## config.mk

```make
export PLATFORM = sky130hd
export DESIGN_NAME = pe_col_feeder_flat
export DESIGN_NICKNAME = d
export VERILOG_FILES = /design/src/rtl/pe_col_feeder_if.sv /design/src/rtl/pe_col_feeder.sv /design/src/flat_wrapper.sv
export SDC_FILE = /design/constraint.sdc
export NUM_CORES = 1
export LEC_CHECK = 0
export ABC_AREA = 1
export CORE_ASPECT_RATIO = 0.6
export CORE_MARGIN = 8
export CORE_UTILIZATION = 58
export DETAILED_ROUTE_END_ITERATION = 7
export PLACE_DENSITY = 0.84
export SYNTH_ARGS = -nofsm -noshare
export SYNTH_HDL_FRONTEND = slang
export SYNTH_SLANG_ARGS = --single-unit
```

## constraint.sdc

```tcl
create_clock -name PE_clk -period 4.5 [get_ports PE_clk]
set_clock_uncertainty 0.1 [all_clocks]
set_input_delay 0.9 -clock PE_clk [delete_from_list [all_inputs] [get_ports PE_clk]]
set_output_delay 0.9 -clock PE_clk [all_outputs]
set_load 0.01 [all_outputs]
```

## src/rtl/pe_col_feeder_if.sv

```systemverilog
// Ifmap pixel stream handshake between the pixel producer and the column feeder.
// The master side drives pixels and the downstream stall; the slave side returns ready.
interface pe_col_feeder_if;
    localparam int unsigned PIX_W = 24;

    logic             s_valid;
    logic             s_ready;
    logic [PIX_W-1:0] s_data;
    logic             col_hold;

    modport master (output s_valid, output s_data, output col_hold, input s_ready);
    modport slave  (input s_valid, input s_data, input col_hold, output s_ready);
endinterface

```

## src/rtl/pe_col_feeder.sv

```systemverilog
// Line-buffered ifmap feeder for a 3-PE convolution column: presents rows r-2/r-1/r per column.
// Optional define PE_FEED_ZERO_PAD_EN: pe_en also fires in rows 0/1 with the missing rows forced to 0.
module pe_col_feeder #(
    parameter int unsigned IMG_W = 8,
    parameter int unsigned IMG_H = 8,
    parameter int unsigned CW    = 3
) (
    input  logic                  PE_clk,
    input  logic                  rst_n,
    input  logic                  start,
    input  logic                  flt_wr,
    input  logic [1:0]            flt_row,
    input  logic [11:0]           flt_data,
    pe_col_feeder_if.slave        s,
    output logic [23:0]           Ifmap_feed_1,
    output logic [23:0]           Ifmap_feed_2,
    output logic [23:0]           Ifmap_feed_3,
    output logic [11:0]           Filtr_feed_1,
    output logic [11:0]           Filtr_feed_2,
    output logic [11:0]           Filtr_feed_3,
    output logic                  pe_en,
    output logic                  busy,
    output logic                  frame_done
);
    localparam int unsigned PW = 24;
    localparam int unsigned FW = 12;
    localparam int unsigned AW = (IMG_W > 1) ? $clog2(IMG_W) : 1;

    typedef enum logic [1:0] {
        IDLE   = 2'd0,
        FILL   = 2'd1,
        STREAM = 2'd2,
        DONE   = 2'd3
    } state_e;

    state_e         state_q;
    logic [CW-1:0]  col_q;
    logic [CW-1:0]  row_q;
    logic [PW-1:0]  feed1_q, feed2_q, feed3_q;
    logic [FW-1:0]  flt1_q, flt2_q, flt3_q;
    logic           pe_en_q;
    logic           busy_q;
    logic           frame_done_q;

    logic [PW-1:0]  lb1 [IMG_W];
    logic [PW-1:0]  lb2 [IMG_W];

    logic           accept_c;
    logic           last_col_c;
    logic [AW-1:0]  idx_c;

    // Ready depends only on state and stall, never on s_valid.
    assign s.s_ready  = ((state_q == FILL) || (state_q == STREAM)) && !s.col_hold;
    assign accept_c   = s.s_valid && s.s_ready;
    assign last_col_c = (col_q == CW'(IMG_W - 1));
    assign idx_c      = AW'(col_q);

    // Line buffers shift one row down per accepted pixel; contents survive reset.
    always_ff @(posedge PE_clk) begin
        if (rst_n && accept_c) begin
            lb2[idx_c] <= lb1[idx_c];
            lb1[idx_c] <= s.s_data;
        end
    end

    always_ff @(posedge PE_clk) begin
        if (!rst_n) begin
            state_q      <= IDLE;
            col_q        <= '0;
            row_q        <= '0;
            feed1_q      <= '0;
            feed2_q      <= '0;
            feed3_q      <= '0;
            flt1_q       <= '0;
            flt2_q       <= '0;
            flt3_q       <= '0;
            pe_en_q      <= 1'b0;
            busy_q       <= 1'b0;
            frame_done_q <= 1'b0;
        end else begin
            pe_en_q      <= 1'b0;
            frame_done_q <= 1'b0;
            case (state_q)
                IDLE: begin
                    if (flt_wr) begin
                        case (flt_row)
                            2'd0:    flt1_q <= flt_data;
                            2'd1:    flt2_q <= flt_data;
                            2'd2:    flt3_q <= flt_data;
                            default: ;
                        endcase
                    end
                    if (start) begin
                        state_q <= FILL;
                        col_q   <= '0;
                        row_q   <= '0;
                        busy_q  <= 1'b1;
                    end
                end
                FILL, STREAM: begin
                    if (accept_c) begin
`ifdef PE_FEED_ZERO_PAD_EN
                        feed1_q <= (row_q < CW'(2)) ? '0 : lb2[idx_c];
                        feed2_q <= (row_q == '0)    ? '0 : lb1[idx_c];
                        pe_en_q <= 1'b1;
`else
                        feed1_q <= lb2[idx_c];
                        feed2_q <= lb1[idx_c];
                        pe_en_q <= (state_q == STREAM);
`endif
                        feed3_q <= s.s_data;
                        if (last_col_c) begin
                            col_q <= '0;
                            row_q <= row_q + CW'(1);
                            if ((state_q == FILL) && (row_q == CW'(1))) begin
                                state_q <= STREAM;
                            end
                            if ((state_q == STREAM) && (row_q == CW'(IMG_H - 1))) begin
                                state_q <= DONE;
                            end
                        end else begin
                            col_q <= col_q + CW'(1);
                        end
                    end
                end
                DONE: begin
                    frame_done_q <= 1'b1;
                    busy_q       <= 1'b0;
                    state_q      <= IDLE;
                end
                default: state_q <= IDLE;
            endcase
        end
    end

    assign Ifmap_feed_1 = feed1_q;
    assign Ifmap_feed_2 = feed2_q;
    assign Ifmap_feed_3 = feed3_q;
    assign Filtr_feed_1 = flt1_q;
    assign Filtr_feed_2 = flt2_q;
    assign Filtr_feed_3 = flt3_q;
    assign pe_en        = pe_en_q;
    assign busy         = busy_q;
    assign frame_done   = frame_done_q;
endmodule

```

## src/flat_wrapper.sv

```systemverilog
// flat-port wrapper written by rule: the top's interface ports become plain ports
module pe_col_feeder_flat 
#(
    parameter int unsigned IMG_W = 8,
    parameter int unsigned IMG_H = 8,
    parameter int unsigned CW    = 3
)
  (PE_clk, rst_n, start, flt_wr, flt_row, flt_data, Ifmap_feed_1, Ifmap_feed_2, Ifmap_feed_3, Filtr_feed_1, Filtr_feed_2, Filtr_feed_3, pe_en, busy, frame_done, s_s_valid, s_s_data, s_col_hold, s_s_ready);
  pe_col_feeder_if s_i ();
  input  logic PE_clk;
  input  logic rst_n;
  input  logic start;
  input  logic flt_wr;
  input  logic [1:0] flt_row;
  input  logic [11:0] flt_data;
  output logic [23:0] Ifmap_feed_1;
  output logic [23:0] Ifmap_feed_2;
  output logic [23:0] Ifmap_feed_3;
  output logic [11:0] Filtr_feed_1;
  output logic [11:0] Filtr_feed_2;
  output logic [11:0] Filtr_feed_3;
  output logic pe_en;
  output logic busy;
  output logic frame_done;
  input wire logic [$bits(s_i.s_valid)-1:0] s_s_valid;
  input wire logic [$bits(s_i.s_data)-1:0] s_s_data;
  input wire logic [$bits(s_i.col_hold)-1:0] s_col_hold;
  output wire logic [$bits(s_i.s_ready)-1:0] s_s_ready;
  assign s_i.s_valid = s_s_valid;
  assign s_i.s_data = s_s_data;
  assign s_i.col_hold = s_col_hold;
  assign s_s_ready = s_i.s_ready;
  pe_col_feeder #(.IMG_W(IMG_W), .IMG_H(IMG_H), .CW(CW)) u_core (.PE_clk(PE_clk), .rst_n(rst_n), .start(start), .flt_wr(flt_wr), .flt_row(flt_row), .flt_data(flt_data), .s(s_i), .Ifmap_feed_1(Ifmap_feed_1), .Ifmap_feed_2(Ifmap_feed_2), .Ifmap_feed_3(Ifmap_feed_3), .Filtr_feed_1(Filtr_feed_1), .Filtr_feed_2(Filtr_feed_2), .Filtr_feed_3(Filtr_feed_3), .pe_en(pe_en), .busy(busy), .frame_done(frame_done));
endmodule
```

==> flow_summary.ini, run 1 <==
[die]
num_io_pins = 156
die_x_um = 256
fp.dieH_um = 160
initial_utilization_pct = 59.2
std_cell_rows = 52
design.core.area_sq_um = 34000
die_area_sq_um = 41100

[timing]
slew_headroom_pct = 27.4
period_needed_ns = 3.58
grt_setup_unrepaired = false
final-setup-viol-count = 0
fmax_ghz = 0.280
fin_tns_setup_ns = 0
hold_viol = 0
fin_crit_sh_pct = 79.5
final_max_slew_viol_count = 0
tightest_slew_ns = 1.09

[clocking]
clkSlewWorstSetupHoldPaths_ns = 0.07
clockRootBuffer = clkbuf_16
clk_path_buf_depth = 3
clkLatencyLatePin_ns = 0.57
cts_tree = built
cts_buffers = 43
numClockSinks = 506
htree_num_levels = 2
ctsResizeCount = 0
hold_buffers = 0
cts_setup_buffers = 0

[detailed_routing]
wl_per_cell_um = 19.8
wl_um = 50000
num_vias = 14300
drcViolationCount = 0
via_per_inst = 5.66
drtAntennaViolNets = 0
drtIter0Drc = 1695
drtPass1Iterations = 5

[final_layout]
syn2layout_area_growth_pct = 17.7
diodes = 0
nNetsFinal = 2083
design_area_sq_um = 23700
drive_gt1_share_pct = 6.44

[logic_synthesis]
yosysWarnings = 0
yosysSeqAreaShare_pct = 69.5
yosysTopAreaCell = edfxtp_1
synth-edff-count = 384
synth_commonest_cells = 384 x edfxtp_1, 332 x nand2_1, 277 x inv_1, 209 x nor2_1, 175 x nand3_1
yosysTopAreaCellShare_pct = 57.3
synth_ff_type = edfxtp_1
async_flop_share_pct = 0
ys_ff_latch = 506
avgSynthCellArea_sq_um = 10.6
syn_inst = 1905
netlist_top_cells_area = edfxtp_1 57%, dfxtp_1 12%, nand2_1 6.2%, inv_1 5.2%, nand3_1 4.4%
yosysMostFrequentCell = edfxtp_1
syn_nets = 1958
ys_types = 26
synth_area_sq_um = 20100

[setup_path]
reg2reg_depth = 7
timing.rr.end = u_core.lb2[4][21]$_DFFE_PP_
r2r-start = u_core.state_q[0]$_SDFFE_PN0P_
arrival_ns = 3.73
endpoint = u_core.lb2[4][21]$_DFFE_PP_
crit_type = reg2reg
cp-start-kind = flop
worst-endpoint-required_ns = 4.65
reg2reg_slack_ns = 0.92
crit_path_start = u_core.state_q[0]$_SDFFE_PN0P_
end_kind = flop
crit_fanout = 28

[placement]
gp_congestion = 0.834
hpwl_um = 30000
port_buffers = 155
placed_area_sq_um = 22100

[pwr]
cellPowerDensity_nw_per_um2 = 526
p_leak_uw = 0.00920
peakVddDrop_v = 0.000373

[status]
status = finished, final reports clean

[worst_hold_path]
hold_class = reg2reg

[grt]
antenna_found_initial = 0
grt_start_max_net_pins = 97
grt_pass1_vias = 14000
gr-total-overflow = 0
grtUsageTotal_pct = 23.5
grt_first_pass_wirelength_um = 77400

[flow_run]
max_cap_violations = 0
-- logic make-up (layout without fill, tap and decap cells) --
logic type / after synthesis / count (layout) / synth area share, %
adder cells (fa/ha/maj): 9 / 9 / 0.560
buffers and inverters: 394 / 553 / 7.77
AO/OA/AOI/OAI: 268 / 268 / 7.29
AND/OR/NAND/NOR: 728 / 728 / 14.9
flip-flops: 506 / 506 / 69.5
-- through the flow --
step | instances | hold WS [ns] | util [%] | setup slack, ns | total power [uW]
floorplan | 1905 | 0.358 | - | 0.572 | 7370
global placement | 2444 | 0.354 | 65.1 | 0.769 | 8340
detailed placement | 2444 | 0.355 | 65.1 | 0.652 | 8460
CTS | 2523 | 0.365 | 69.7 | 1.04 | 12500
global route | 2523 | 0.390 | 69.7 | 0.809 | 12900
finish | 2523 | 0.365 | 69.7 | 0.923 | 12500
-- per-layer routing --
metal	part of all wire (%)	vias up	global-route usage, %
li1	-	6545	-
met1	41	6821	31.6
met2	47	802	38.1
met3	9.3	117	4.61
met4	3.2	0	8.28
met5	0	-	0
-- registers in the layout, indices dropped and copies added (netlist names), named ones only --
register	count
u_core.col_q	3
u_core.Ifmap_feed_2	24
u_core.row_q	3
u_core.busy	1
u_core.state_q	2
u_core.lb2	192
u_core.frame_done	1
u_core.lb1	192
u_core.Filtr_feed_3	12
u_core.Filtr_feed_2	12
u_core.Ifmap_feed_1	24
u_core.pe_en	1
u_core.Ifmap_feed_3	24
u_core.Filtr_feed_1	12
-- report_power, final --
group          switching (uW)  internal (uW)  total, uW
sequential                172           5540       5710
clock                    1670           2370       4030
combinational            1890            825       2710
-- final cells by class --
class                      instances  area [sq um]
clock inverter                    19           218
inverter                         294          1110
clock buffer                      60          1340
multi-input combinational       1005          4640
fill                            2271         10300
timing repair buffer             180          1820
sequential                       506         14000
tap                              459           574
-- worst max-delay path, cell delays in order, from the launching register on --
cell and delay [ns]:
dfxtp_1 0.39, inv_1 0.11, ha_1 0.50, nand3_4 0.49, nor2_1 0.31, nand2_1 0.28
nor2_4 0.74, buf_4 0.34
-- cells in the final DEF (no fill, tap or decap), drive strengths merged, types with 48 or more instances in the layout --
cell,instances
o211ai,48
clkbuf,60
o21ai,160
clkdlybuf4s50,154
nor2,212
edfxtp,384
nand2,333
a21oi,59
dfxtp,122
nand3,176
inv,291
-- worst min path at each step --
stage,cells after the start,slack [ns],from,endpoint
6_report,2,0.37,u_core.Ifmap_feed_3[6]$_SDFFE_PN0P_,u_core.Ifmap_feed_3[6]$_SDFFE_PN0P_
3_5_place_dp,2,0.35,u_core.Ifmap_feed_3[12]$_SDFFE_PN0P_,u_core.Ifmap_feed_3[12]$_SDFFE_PN0P_
3_3_place_gp,2,0.35,u_core.Ifmap_feed_3[6]$_SDFFE_PN0P_,u_core.Ifmap_feed_3[6]$_SDFFE_PN0P_
5_1_grt,2,0.39,u_core.Ifmap_feed_3[7]$_SDFFE_PN0P_,u_core.Ifmap_feed_3[7]$_SDFFE_PN0P_
4_1_cts,2,0.37,u_core.Ifmap_feed_3[12]$_SDFFE_PN0P_,u_core.Ifmap_feed_3[12]$_SDFFE_PN0P_
2_1_floorplan,2,0.36,u_core.row_q[1]$_SDFFE_PN0P_,u_core.row_q[1]$_SDFFE_PN0P_
Note: power is estimated with default switching activity, not from simulation.
==> run 2, diff against run 1 <==
Settings changed: CORE_UTILIZATION 58 to 52, PLACE_DENSITY 0.84 to 0.8.
Clock period 4.5 ns to 3.05 ns, I/O delays scaled along.
==> run 2 against run 1 <==
Combinational power grew 46%. Non-clock buffer count grew 9. Sequential power increased by 47%. Critical path depth is 2 lower. Worst setup slack lost 0.71 ns. Sequential share of layout area is 0.47 points lower. Utilization fell by 6.8 points. Sequential cell count is the same. First-iteration DRC count down 23%. Clock-buffer cell count unchanged. Largest power group unchanged.
==> flow_summary.ini, run 2 (same netlist as run 1, synthesis figures left out) <==
[status]
status = finished, final reports clean

[final_layout]
reg_top3 = u_core.lb1 x192, u_core.lb2 x192
final_common_cell = edfxtp_1
nNetsFinal = 2094
final_cell_mix = 384 x edfxtp_1, 332 x nand2_1, 277 x inv_1, 201 x nor2_1, 175 x nand3_1
drive_gt1_share_pct = 6.50
fillCellCount = 2785
syn2layout_area_growth_pct = 18.6
post-route-util_pct = 62.9

[worst_hold_path]
hold_class = reg2reg
whs_endpoint = u_core.Ifmap_feed_3[11]$_SDFFE_PN0P_
min_path_cells = 2
hp-start = u_core.Ifmap_feed_3[11]$_SDFFE_PN0P_

[timing]
grt_setup_unrepaired = false
fin_tns_setup_ns = 0
hold_viol = 0
fin_crit_sh_pct = 93.1
slew_headroom_pct = 32.3
fmax_ghz = 0.352
final-setup-viol-count = 0
final_max_slew_viol_count = 0
tightest_slew_ns = 1.01
period_needed_ns = 2.84

[die]
std_cell_rows = 55
fp.dieH_um = 168
num_io_pins = 156
die_x_um = 270
design.core.area_sq_um = 37900
initial_utilization_pct = 53.1
die_area_sq_um = 45400

[detailed_routing]
wl_per_cell_um = 18.5
num_vias = 13800
wl_um = 47900
drtPass1Iterations = 6
drtAntennaViolNets = 0
via_per_inst = 5.34
drtIter0Drc = 1312
drcViolationCount = 0

[grt]
grt_start_max_net_pins = 102
grtUsageTotal_pct = 20.5
grt_pass1_vias = 13700
grt_first_pass_wirelength_um = 75200
gr-total-overflow = 0
antenna_found_initial = 1

[setup_path]
reg2reg_depth = 7
worstPathCellList = inv_1 -> ha_4 -> inv_2 -> nor2_1 -> clkdlybuf4s50_1
reg2reg_slack_ns = 0.41
slowest_delay_ns = 0.55
arrival_ns = 2.13
path_buf_inv = 3
cpLargestDelayFamily = buffers and inverters
crit_type = reg2out
crit_fanout = 8
r2r-start = u_core.state_q[0]$_SDFFE_PN0P_
timing.rr.end = u_core.lb1[0][20]$_DFFE_PP_
cp_slowest_cell = clkdlybuf4s50_1
worst-endpoint-required_ns = 2.34
cp-start-kind = flop
end_kind = output pin

[clocking]
cts_tree = built
clkLatencyLatePin_ns = 0.56
clockRootBuffer = clkbuf_16
clk_path_buf_depth = 3
cts_buffers = 45
cts_setup_buffers = 0
numClockSinks = 506
hold_buffers = 0
htree_num_levels = 2
clkSlewWorstSetupHoldPaths_ns = 0.06

[pwr]
p_leak_uw = 0.00922
peakVddDrop_v = 0.000491
cellPowerDensity_nw_per_um2 = 761

[placement]
hpwl_um = 29600
gp_congestion = 0.811
port_buffers = 155

[flow_run]
max_cap_violations = 0
[run 2: cell types whose count changed in the layout (fill, tap and decap cells not counted), sizes merged]
cell      previous run  this run
buf                 26        35
clkinvlp             0         4
inv                291       294
clkinv              17        15
diode                0         1
[run 2: layout make-up]
type,instances,area (sq um),area share [%]
Clock inverter,24,251,1.05
Timing Repair Buffer,189,1980,8.28
Antenna cell,1,2.50,0.0105
Tap cell,513,642,2.69
Inverter,294,1100,4.63
Multi-Input combinational cell,1005,4660,19.5
Clock buffer,60,1250,5.26
Sequential cell,506,14000,58.6
[run 2: timing repair]
item                       in CTS  in global routing
hold endpoints to repair        0                  0
setup endpoints to repair       1                  1
pin swaps                       0                  0
resized for setup               1                  1
[run 2: metrics by stage]
stage	power [uW]	cell area (sq um)	setup slack (ns)	std cells	hold WS, ns
after global placement	12300	22300	0.204	2507	0.352
after floorplan	10900	20100	-0.739	1905	0.358
after detailed placement	12400	22300	0.149	2507	0.358
after CTS	18200	23900	0.0787	2591	0.368
final	18200	23900	0.210	2592	0.366
after global routing	19000	23900	0.0986	2592	0.391
[run 2: power breakdown]
group | leakage [uW] | total, uW | internal [uW] | switching, uW
combinational | 0.00405 | 3950 | 1260 | 2680
sequential | 0.00444 | 8410 | 8170 | 235
clock | 0.000725 | 5820 | 3330 | 2490
total | 0.00922 | 18200 | 12800 | 5410
[run 2: worst max-delay path by stage]
stage / start / end / slack, ns / cells past startpoint
after floorplan: u_core.state_q[0]$_SDFFE_PN0P_ / u_core.lb1[1][0]$_DFFE_PP_ / -0.74 / 7
after global placement: s_s_valid / u_core.lb1[0][15]$_DFFE_PP_ / 0.20 / 6
after detailed placement: s_s_valid / u_core.lb1[0][15]$_DFFE_PP_ / 0.15 / 6
after CTS: u_core.state_q[0]$_SDFFE_PN0P_ / s_s_ready / 0.08 / 5
after global routing: u_core.state_q[0]$_SDFFE_PN0P_ / s_s_ready / 0.1 / 5
final: u_core.state_q[0]$_SDFFE_PN0P_ / s_s_ready / 0.21 / 5
[run 2: per-layer routing]
layer	track usage, %	share of wire (%)	vias up
met5	0	0	-
met4	5.90	2.4	0
li1	-	-	6572
met2	33.8	47	591
met3	4.13	8.8	79
met1	27.4	41	6592
[run 2: worst min-delay path, cell delays in order, from the launching register on]
cell and delay [ns]:
dfxtp_1 0.31, nand2_1 0.06, a21oi_1 0.05
==> run 3, diff against run 2 <==
Settings changed: ABC_AREA 1 to default, CORE_MARGIN 8 to default.
Clock period 3.05 ns to 2.34 ns, I/O delays scaled along.
==> run 3 against run 2 <==
Final cell count is 24% lower. Hold slack worse by 0.013 ns. Die area is 17% lower. Largest power group unchanged. Clock power is 21% higher. Sequential power is 19% higher. Clock-buffer cell count stayed put. Worst setup slack worse by 0.17 ns.
==> flow_summary.ini, run 3 <==
[status]
status = finished, final reports clean

[logic_synthesis]
synth_ff_type = edfxtp_1
yosysMostFrequentCell = edfxtp_1
netlist_top_cells_area = edfxtp_1 60%, dfxtp_1 13%, mux2i_1 5.9%, nand2_1 3.0%, mux2_2 1.7%
ys_ff_latch = 506
yosysTopAreaCellShare_pct = 59.8
avgSynthCellArea_sq_um = 15.4
yosysTopAreaCell = edfxtp_1
yosysSeqAreaShare_pct = 72.5
yosysWarnings = 0
synth_commonest_cells = 384 x edfxtp_1, 156 x nand2_1, 122 x dfxtp_1, 114 x mux2i_1, 49 x o22ai_1
syn_inst = 1254
synth-edff-count = 384
syn_nets = 1307
ys_types = 49
synth_area_sq_um = 19300
async_flop_share_pct = 0

[timing]
period_needed_ns = 2.30
fin_crit_sh_pct = 98.3
slew_headroom_pct = 26.0
hold_viol = 0
final-setup-viol-count = 0
final_max_slew_viol_count = 0
fin_ws_ns = 0.0407
fmax_ghz = 0.435
tightest_slew_ns = 1.11

[detailed_routing]
num_vias = 11500
via_per_inst = 5.84
drtPass1Iterations = 5
drcViolationCount = 0
drtAntennaViolNets = 0
drtIter0Drc = 1121
wl_per_cell_um = 23.3
wl_um = 45900

[flow_run]
max_cap_violations = 0

[clocking]
hold_buffers = 0
htree_num_levels = 2
numClockSinks = 506
cts_buffers = 44
clockRootBuffer = clkbuf_16
clk_path_buf_depth = 3
clkSlewWorstSetupHoldPaths_ns = 0.06
clkLatencyLatePin_ns = 0.56
cts_tree = built

[setup_path]
reg2reg_depth = 4
worst-endpoint-required_ns = 2.46
cp-start-kind = flop
timing.rr.end = u_core.lb2[3][9]$_DFFE_PP_
crit_fanout = 25
end_kind = flop
arrival_ns = 2.42
reg2reg_slack_ns = 0.04
crit_type = reg2reg
endpoint = u_core.lb2[3][9]$_DFFE_PP_

[final_layout]
post-route-util_pct = 64.6
final_cells = 1973
final_cell_mix = 384 x edfxtp_1, 153 x nand2_1, 153 x clkdlybuf4s50_1, 118 x dfxtp_1, 114 x mux2i_1
drive_gt1_share_pct = 15.7
final_common_cell = edfxtp_1
nNetsFinal = 1513
fillCellCount = 2462
syn2layout_area_growth_pct = 21.9
multi_input_area_sq_um = 5040
reg_top3 = u_core.lb1 x192, u_core.lb2 x192
regArea_sq_um = 14000

[grt]
grtUsageTotal_pct = 24.0
antenna_found_initial = 0
grt_first_pass_wirelength_um = 68000
gr-total-overflow = 0
grt_pass1_vias = 11100
grt_start_max_net_pins = 54

[die]
design.core.area_sq_um = 36400
fp.dieH_um = 151
initial_utilization_pct = 52.9
num_io_pins = 156
std_cell_rows = 54
die_area_sq_um = 37900
die_x_um = 251

[worst_hold_path]
hold_class = reg2reg
min_path_cells = 2

[pwr]
cellPowerDensity_nw_per_um2 = 805
peakVddDrop_v = 0.000537
p_leak_uw = 0.00749

[placement]
numPlacedInstances = 1885
gp_congestion = 0.819
post-place-ws_ns = -0.301
port_buffers = 155
hpwl_um = 29700
run 3: cell count changes after synthesis, moves of 28 or more:
cell	change
inv_1	-274
nor2_1	-203
nand2_1	-176
nand3_1	-174
o21ai_1	-119
mux2i_1	+114
o22ai_1	+49
o211ai_1	-48
a21boi_0	+35
a21oi_1	-34
a21boi_1	+30
mux2_2	+29
a211oi_1	+28
run 3: worst max-delay path, cell delays in order (launching register included):
cell and delay, ns:
dfxtp_4 0.51, buf_12 0.25, mux2_2 0.19, o22ai_1 0.11, a211oi_2 0.78
run 3: report_power, final:
group          internal (uW)  switching, uW
clock network           3890           3190
logic                    851           1030
registers               9860            128
total                  14600           4340
run 3: area by class of cell:
cell class	count	area share (%)
Sequential cell	506	59.5
Multi-Input combinational cell	661	21.4
Timing Repair Buffer	244	10.5
Clock buffer	60	5.33
Tap cell	476	2.53
Clock inverter	22	0.628
Inverter	3	0.0479
Antenna cell	1	0.0106
run 3: stage by stage:
step                hold slack [ns]  setup TNS, ns  total power, uW  area [sq um]
global route                  0.355        -0.0214            19500         23500
CTS                           0.349              0            19000         23400
global placement              0.340         -67.78            11900         22000
finish                        0.352              0            18900         23500
detailed placement            0.345         -75.56            12000         22000
floorplan                     0.364        -168.90            11200         19400
run 3: per-layer routing:
layer	vias to the layer above	GRT usage (%)	share of wire [%]
met2	461	36.0	44
met3	67	4.93	7.7
met4	2	5.46	1.7
li1	5220	-	-
met5	-	1.95	0.22
met1	5780	36.1	46
run 3: kinds of logic after synthesis:
logic type | synth area share [%]
DFF | 72.5
AOI/OAI and AO/OA | 10.9
and+or+nand+nor | 4.98
muxes | 8.84
adders and majority gates | 0.584
buffers and inverters | 2.22
run 3: worst min path at each step:
stage                                                   start                             endpoint  slack [ns]
after floorplan                  u_core.row_q[1]$_SDFFE_PN0P_         u_core.row_q[1]$_SDFFE_PN0P_        0.36
after CTS                                               rst_n  u_core.Ifmap_feed_3[2]$_SDFFE_PN0P_        0.35
after global routing                                    rst_n  u_core.Ifmap_feed_3[2]$_SDFFE_PN0P_        0.36
final                     u_core.Filtr_feed_2[4]$_SDFFE_PN0P_  u_core.Filtr_feed_2[4]$_SDFFE_PN0P_        0.35
after global placement    u_core.Filtr_feed_2[6]$_SDFFE_PN0P_  u_core.Filtr_feed_2[6]$_SDFFE_PN0P_        0.34
after detailed placement  u_core.Filtr_feed_1[3]$_SDFFE_PN0P_  u_core.Filtr_feed_1[3]$_SDFFE_PN0P_        0.35
run 3: repair_timing:
item                       4_1_cts  5_1_grt
setup buffers                    0        4
resized for setup                7        6
cloned                           0        1
setup endpoints to repair       54       64
pin swaps                        0        1
